<file path="src/rtl/cpu_pkg.sv">
// cpu_pkg: definitions shared by the mini CPU sequencer and the execute stage.
// Contents: sequencer state encoding, instruction field bit positions,
// IDEN / OPCODE constants, and a HALT-detection helper.
package cpu_pkg;

    // Sequencer FSM state encoding
    typedef enum logic [2:0] {
        ST_IDLE   = 3'd0,
        ST_FETCH  = 3'd1,
        ST_IWAIT  = 3'd2,
        ST_DECODE = 3'd3,
        ST_EXEC   = 3'd4,
        ST_HALTED = 3'd5
    } seq_state_e;

    // Instruction word layout: [15:14] IDEN, [13:10] OPCODE, low bits operand
    localparam int INSTR_W  = 16;
    localparam int IDEN_MSB = 15;
    localparam int IDEN_LSB = 14;
    localparam int OPC_MSB  = 13;
    localparam int OPC_LSB  = 10;

    localparam logic [1:0] IDEN_HALT = 2'b11;
    localparam logic [1:0] IDEN_EXEC = 2'b01;

    localparam logic [3:0] OP_LOAD  = 4'b0000;
    localparam logic [3:0] OP_ADD   = 4'b0001;
    localparam logic [3:0] OP_SUB   = 4'b0010;
    localparam logic [3:0] OP_SHL   = 4'b0011;
    localparam logic [3:0] OP_SHR   = 4'b0100;
    localparam logic [3:0] OP_STORE = 4'b1111;

    // True when the IDEN field marks a HALT instruction
    function automatic logic iden_is_halt(input logic [1:0] iden);
        return (iden == IDEN_HALT);
    endfunction

endpackage

</file>
<file path="src/rtl/seq_decode.sv">
// seq_decode: purely combinational split of the instruction register.
// Ports:
//   ir      in  16      instruction word
//   iden    out 2       IR[15:14]
//   opcode  out 4       IR[13:10]
//   operand out ADDR_W  IR[ADDR_W-1:0]
//   is_halt out 1       IDEN equals HALT
// Bits [9:ADDR_W] are reserved and intentionally ignored.
module seq_decode import cpu_pkg::*; #(
    parameter int ADDR_W = 8
) (
    input  logic [INSTR_W-1:0] ir,
    output logic [1:0]         iden,
    output logic [3:0]         opcode,
    output logic [ADDR_W-1:0]  operand,
    output logic               is_halt
);

    logic unused_reserved_s;

    assign iden              = ir[IDEN_MSB:IDEN_LSB];
    assign opcode            = ir[OPC_MSB:OPC_LSB];
    assign operand           = ir[ADDR_W-1:0];
    assign is_halt           = iden_is_halt(ir[IDEN_MSB:IDEN_LSB]);
    assign unused_reserved_s = ^ir[OPC_LSB-1:ADDR_W];

endmodule

</file>
<file path="src/rtl/exec_sequencer.sv">
// exec_sequencer: fetch/decode sequencer for the mini CPU.
// Fetches a word from synchronous IMEM, decodes it, issues the operand read
// to DMEM and pulses EX_START in the cycle the operand is valid.
// Ports:
//   CLK, RST        clock, synchronous active-high reset
//   RUN, START_PC   start request and first fetch address (IDLE/HALTED only)
//   ABORT           return to IDLE, discarding any in-flight instruction
//   IMEM_RD/ADDR/RDATA   instruction memory interface (1-cycle latency)
//   DMEM_RD/ADDR    operand read to data memory
//   EX_START/IDEN/OPCODE execute-stage interface
//   BUSY, HALTED, PC, RETIRED  status
// All outputs come from flops (state, IR, PC, counters); none depends
// combinationally on an input.
module exec_sequencer import cpu_pkg::*; #(
    parameter int ADDR_W = 8
) (
    input  logic                CLK,
    input  logic                RST,
    input  logic                RUN,
    input  logic [ADDR_W-1:0]   START_PC,
    input  logic                ABORT,
    output logic                IMEM_RD,
    output logic [ADDR_W-1:0]   IMEM_ADDR,
    input  logic [INSTR_W-1:0]  IMEM_RDATA,
    output logic                DMEM_RD,
    output logic [ADDR_W-1:0]   DMEM_ADDR,
    output logic                EX_START,
    output logic [1:0]          EX_IDEN,
    output logic [3:0]          EX_OPCODE,
    output logic                BUSY,
    output logic                HALTED,
    output logic [ADDR_W-1:0]   PC,
    output logic [15:0]         RETIRED
);

    seq_state_e          state_r;
    logic [ADDR_W-1:0]   pc_r;
    logic [INSTR_W-1:0]  ir_r;
    logic [15:0]         retired_r;
    logic                imem_rd_r;
    logic                dmem_rd_r;
    logic                ex_start_r;
    logic                busy_r;
    logic                halted_r;
    logic                ir_is_halt_s;

    seq_decode #(.ADDR_W(ADDR_W)) u_decode (
        .ir      (ir_r),
        .iden    (EX_IDEN),
        .opcode  (EX_OPCODE),
        .operand (DMEM_ADDR),
        .is_halt (ir_is_halt_s)
    );

    // Sequencer FSM; strobes are set on the edge entering the state they belong to
    always_ff @(posedge CLK) begin
        if (RST) begin
            state_r    <= ST_IDLE;
            pc_r       <= {ADDR_W{1'b0}};
            ir_r       <= {INSTR_W{1'b0}};
            retired_r  <= 16'd0;
            imem_rd_r  <= 1'b0;
            dmem_rd_r  <= 1'b0;
            ex_start_r <= 1'b0;
            busy_r     <= 1'b0;
            halted_r   <= 1'b0;
        end else if (ABORT) begin
            // PC and RETIRED are kept; the in-flight instruction is dropped
            state_r    <= ST_IDLE;
            imem_rd_r  <= 1'b0;
            dmem_rd_r  <= 1'b0;
            ex_start_r <= 1'b0;
            busy_r     <= 1'b0;
            halted_r   <= 1'b0;
        end else begin
            imem_rd_r  <= 1'b0;
            dmem_rd_r  <= 1'b0;
            ex_start_r <= 1'b0;
            case (state_r)
                ST_IDLE, ST_HALTED: begin
                    if (RUN) begin
                        pc_r      <= START_PC;
                        retired_r <= 16'd0;
                        state_r   <= ST_FETCH;
                        imem_rd_r <= 1'b1;
                        busy_r    <= 1'b1;
                        halted_r  <= 1'b0;
                    end else begin
                        state_r <= state_r;
                    end
                end
                ST_FETCH: begin
                    state_r <= ST_IWAIT;
                end
                ST_IWAIT: begin
                    // DMEM_RD belongs to DECODE, so decide it from the word
                    // being captured rather than from IR
                    ir_r      <= IMEM_RDATA;
                    state_r   <= ST_DECODE;
                    dmem_rd_r <= !iden_is_halt(IMEM_RDATA[IDEN_MSB:IDEN_LSB]);
                end
                ST_DECODE: begin
                    if (ir_is_halt_s) begin
                        state_r  <= ST_HALTED;
                        busy_r   <= 1'b0;
                        halted_r <= 1'b1;
                    end else begin
                        state_r    <= ST_EXEC;
                        ex_start_r <= 1'b1;
                    end
                end
                ST_EXEC: begin
                    retired_r <= retired_r + 16'd1;
                    pc_r      <= pc_r + ADDR_W'(1);
                    state_r   <= ST_FETCH;
                    imem_rd_r <= 1'b1;
                end
                default: begin
                    state_r  <= ST_IDLE;
                    busy_r   <= 1'b0;
                    halted_r <= 1'b0;
                end
            endcase
        end
    end

    assign IMEM_RD   = imem_rd_r;
    assign IMEM_ADDR = pc_r;
    assign DMEM_RD   = dmem_rd_r;
    assign EX_START  = ex_start_r;
    assign BUSY      = busy_r;
    assign HALTED    = halted_r;
    assign PC        = pc_r;
    assign RETIRED   = retired_r;

endmodule

</file>
<file path="config.mk">
export PLATFORM = sky130hd
export DESIGN_NAME = exec_sequencer
export DESIGN_NICKNAME = d
export VERILOG_FILES = /design/src/rtl/cpu_pkg.sv /design/src/rtl/seq_decode.sv /design/src/rtl/exec_sequencer.sv
export SDC_FILE = /design/constraint.sdc
export NUM_CORES = 1
export LEC_CHECK = 0
export CORE_AREA = 2 2 76 78
export DETAILED_ROUTE_END_ITERATION = 7
export DIE_AREA = 0 0 78 80
export HOLD_SLACK_MARGIN = 0.08
export PLACE_DENSITY = 0.88
export RECOVER_POWER = 50
export SETUP_SLACK_MARGIN = 0.2
export SLEW_MARGIN = 30
export SYNTH_ARGS = -nofsm -noshare
export SYNTH_HDL_FRONTEND = slang
export SYNTH_HIERARCHICAL = 1
export SYNTH_SLANG_ARGS = --single-unit
</file>
<file path="constraint.sdc">
create_clock -name CLK -period 5.3 [get_ports CLK]
set_input_delay 1.325 -clock CLK [delete_from_list [all_inputs] [get_ports CLK]]
set_output_delay 1.325 -clock CLK [all_outputs]
set_load 0.05 [all_outputs]
</file>
## Yosys cells after proc, flatten, opt, wreduce, memory -nomap -nowiden

Index checks and enable logic that the tools add are counted.

| cells by class | value |
|---|---|
| add/sub/neg operators | 2 |
| equality and inequality tests | 9 |
| muxes and demuxes | 16 |
| bitwise gates (word level) | 4 |
| reduce and logical (&&, ||, !) cells | 11 |

Operators by type and width:

| cell | count |
|---|---|
| $pmux W16 S2 | 1 |
| $add A16 B1 Y16 const B | 1 |
| $mux W16 | 1 |
| $pmux W8 S2 | 1 |
| $pmux W3 S5 | 1 |
| $reduce_or A3 Y1 | 3 |
| $add A8 B1 Y8 const B | 1 |
| $mux W8 | 1 |
| $mux W1 | 7 |
| $eq A3 B2 Y1 const B | 2 |
| $eq A3 B3 Y1 const B | 2 |
| $pmux W1 S3 | 2 |
| $reduce_and A3 Y1 | 2 |
| $eq A2 B2 Y1 const B | 2 |
| $ne A2 B2 Y1 const B | 2 |
| $not A1 Y1 | 4 |
| $reduce_or A2 Y1 | 2 |
| $eq A3 B1 Y1 const B | 1 |
| $logic_not A3 Y1 | 1 |
| $mux W3 | 1 |
| $pmux W1 S2 | 1 |
| $reduce_and A2 Y1 | 1 |
| $reduce_bool A2 Y1 | 1 |
| $logic_not A1 Y1 | 1 |

| word-level totals | value |
|---|---|
| bits in registers | 48 |
| output and inout bits | 51 |

## Longest topological paths before layout

| logic depth | value |
|---|---|
| word-level depth | 4 |
| gate-level depth with buffers | 7 |
| gate-level depth less buffers | 5 |

## Modules after synthesis

Netlist, hierarchy kept.

By module, submodules not included:

| module | instances | cells each | area an instance (sq um) | seq. area each (sq um) |
|---|---|---|---|---|
| exec_sequencer | 1 | 285 | 2243.4 | 960.9 |
| seq_decode | 1 | 15 | 111.4 | 0.0 |

## Worst setup path after synthesis

No wires, ideal clock.

| path | value |
|---|---|
| path kind | input -> register |
| start point | in ABORT |
| end point | reg retired_r[9], in the netlist RETIRED[9] |
| arrival time | 2.617 ns |
| data required time | 5.230 ns |
| setup slack | 2.613 ns |
| stages | 4 |
| cells stage by stage | or2_4 a2111o_1 or4_1 a21oi_1 |

| between the ends | value |
|---|---|
| longest elaborated chain between the ends | 2 |

Ends and longest elaborated chain:

| item | RTL line | RTL |
|---|---|---|
| from (decl) | exec_sequencer.sv:21 | `input logic ABORT,` |
| $not A1 Y1 (no line) | n/a |  |
| $reduce_and A3 Y1 (no line) | n/a |  |
| to (signal assigned) | exec_sequencer.sv:113 | `retired_r <= retired_r + 16'd1;` |
| to (decl) | exec_sequencer.sv:39 | `logic [15:0] retired_r;` |

No other way between the ends.
A chain may end at the register's enable or synchronous reset.

## Worst setup path after layout

| path | value |
|---|---|
| start point | in RUN |
| end point | reg retired_r[9], in the netlist RETIRED[9] |

| between the ends | value |
|---|---|
| longest elaborated chain between the ends | 2 |

Ends and longest elaborated chain:

| item | RTL line | RTL |
|---|---|---|
| from (decl) | exec_sequencer.sv:19 | `input logic RUN,` |
| $ne A2 B2 Y1 (no line) | n/a |  |
| $reduce_and A3 Y1 (no line) | n/a |  |

No other way between the ends.

==> results.cfg <==
[power_and_ir_drop]
p_total_uw = 685.1
p_sw_share_pct = 26.97
leakage_nw = 1.068
p_clk_share_pct = 31.8
irDropWorstVdd_v = 0.0001488
p_seq_share_pct = 52.8
power.density_mw_per_mm2 = 226.6
combPwrFrac_pct = 15.4
power_switching_uw = 184.7
p_int_uw = 500.3

[clock_network]
cts-htree-levels = 2
clock_sinks = 46
cts_setup_buffers = 0
cts_resized = 0
holdBufCountCts = 0
tritoncts = yes
root_buffer = clkbuf_8
clk_latency_ns = 0.29
cts.path.max_buffers = 2
clk_pin_slew_ns = 0.08
cts_buffers = 5

[timing]
tightest_slew_ns = 0.6625
timing.hold.ws_ns = 0.4532
fmax_ghz = 0.3109
hold_viol = 0
min_period_ns = 3.217
final_max_slew_viol_count = 0
rsz0062_at_grt = no
setup_viol = 0
final.setup_skew_ns = 0.004248
maxSlewHeadroom_pct = 55.84
setup_tns_ns = 0
worst_slack_ns = 2.083
post-route-period-util_pct = 60.69

[route]
post_drt_via_cell_ratio = 5.227
via_count = 2164
wl_mm = 5.266
dr.pass1.iters = 4
routedWlPerCell_um = 12.72
drc_errors = 0
ant_nets = 0
drt_iter0_markers = 168

[floorplan]
die_x_um = 78
die_h_um = 80
rows = 27
initial_utilization_pct = 42.36
num_io_pins = 79
coreArea_mm2 = 0.005405
die_area_mm2 = 0.006240

[worst_setup_path]
crit_arrival_ns = 3.44
path_class = in2reg
start_kind = input pin
cp-end-kind = flop
cp_max_fo = 10
worstPathRequired_ns = 5.52

[flow_run]
maxCapViolCount = 0

[final_layout]
nFillCells = 511
layoutNonFillerInstCount = 414
syn_to_final_growth_pct = 32.02
drive_gt1_share_pct = 4.386
fin_util_pct = 55.93
stdcell_area_mm2 = 0.003023
finalNetCount = 371
antenna_cells = 0

[global_route]
gr-total-overflow = 0
grt_pass1_vias = 1856
antenna_found_initial = 0
grt_pass1_wl_mm = 8.535
grt_usage_pct = 16.69
grt_max_degree = 31

[yosys]
synth.avg_cell_area_um2 = 7.841
netlist_area_mm2 = 0.002290
ys_warn_count = 6
synth_fp_nets = 322
synthCells = 292

[hold_path]
hold_path.class = reg2reg

[placed_design]
placedCellCount = 406
hpwlAfterDp_mm = 3.786
place.gp.congestion = 0.7774
dp_slack_ns = 1.860
port_buffers = 76
placed_cell_area_mm2 = 0.002932

[status]
status = complete, no violations
[power groups by stage]
stage	logic, mW	registers [mW]	clock network (mW)
global route	0.112	0.363	0.238
global placement	0.105	0.369	0
CTS	0.107	0.362	0.223
detailed placement	0.106	0.370	0
floorplan	0.0518	0.385	0
finish	0.106	0.362	0.218
[cell type report]
cell class | instances | area (um2) | area share (%)
clock inverters | 1 | 5.005 | 0.1656
repair buffers | 79 | 778.2 | 25.75
inverters | 7 | 26.28 | 0.8692
clock buffers | 7 | 86.33 | 2.856
well taps | 72 | 90.09 | 2.980
multi-input cells | 202 | 1116 | 36.92
flip-flops and latches | 46 | 920.9 | 30.46
[worst paths after layout]
check / end / startpoint / slack (ns) / cells past startpoint
setup / recovery: RETIRED[9] / RUN / 2.08 / 5
setup reg to reg: RETIRED[9] / state_r[0] / 3.18 / 4
hold reg to reg: ir_r[3] / ir_r[3] / 0.45 / 2
hold / removal: ir_r[3] / ir_r[3] / 0.45 / 2
[metal layers]
| layer | routed length [um] | GRT usage [%] | up-vias |
|---|---|---|---|
| met5 | 0 | 0 | - |
| met4 | 27 | 4.035 | 0 |
| met3 | 284 | 3.846 | 2 |
| met2 | 2600 | 29.66 | 54 |
| met1 | 2354 | 20.42 | 1001 |
| li1 | - | - | 1107 |
[registers in the layout (all words and copies together) (netlist names)]
register,cells
IMEM_RD,1
RETIRED,16
state_r,3
DMEM_RD,1
ir_r,14
EX_START,1
BUSY,1
HALTED,1
IMEM_ADDR,8
[worst max-delay path, stage by stage]
cell and delay (ns):
dlygate4sd3_1 0.66, o21bai_1 0.20, a2111o_1 0.59, or4_1 0.51, a21oi_1 0.15
[placed cells by master (no fill, tap or decap), types with 2 or more instances in the layout]
cell,n
a2111oi_0,2
a211oi_1,4
a21o_1,4
a21oi_1,40
a311oi_1,2
a31oi_1,2
and2_0,2
and2_1,3
and3_1,2
and4_1,2
buf_4,3
clkbuf_8,6
clkdlybuf4s50_1,50
dfxtp_1,46
dlygate4sd3_1,25
ha_1,2
inv_1,7
nand2_1,45
nand2b_1,5
nand3_1,13
nand4_1,4
nor2_1,12
nor3_1,7
nor3b_1,2
o21ai_0,16
o21bai_1,2
o22ai_1,2
o31ai_1,5
or3_1,6
or4_1,4
xnor2_1,3
Power figures use the tool's default switching activity.
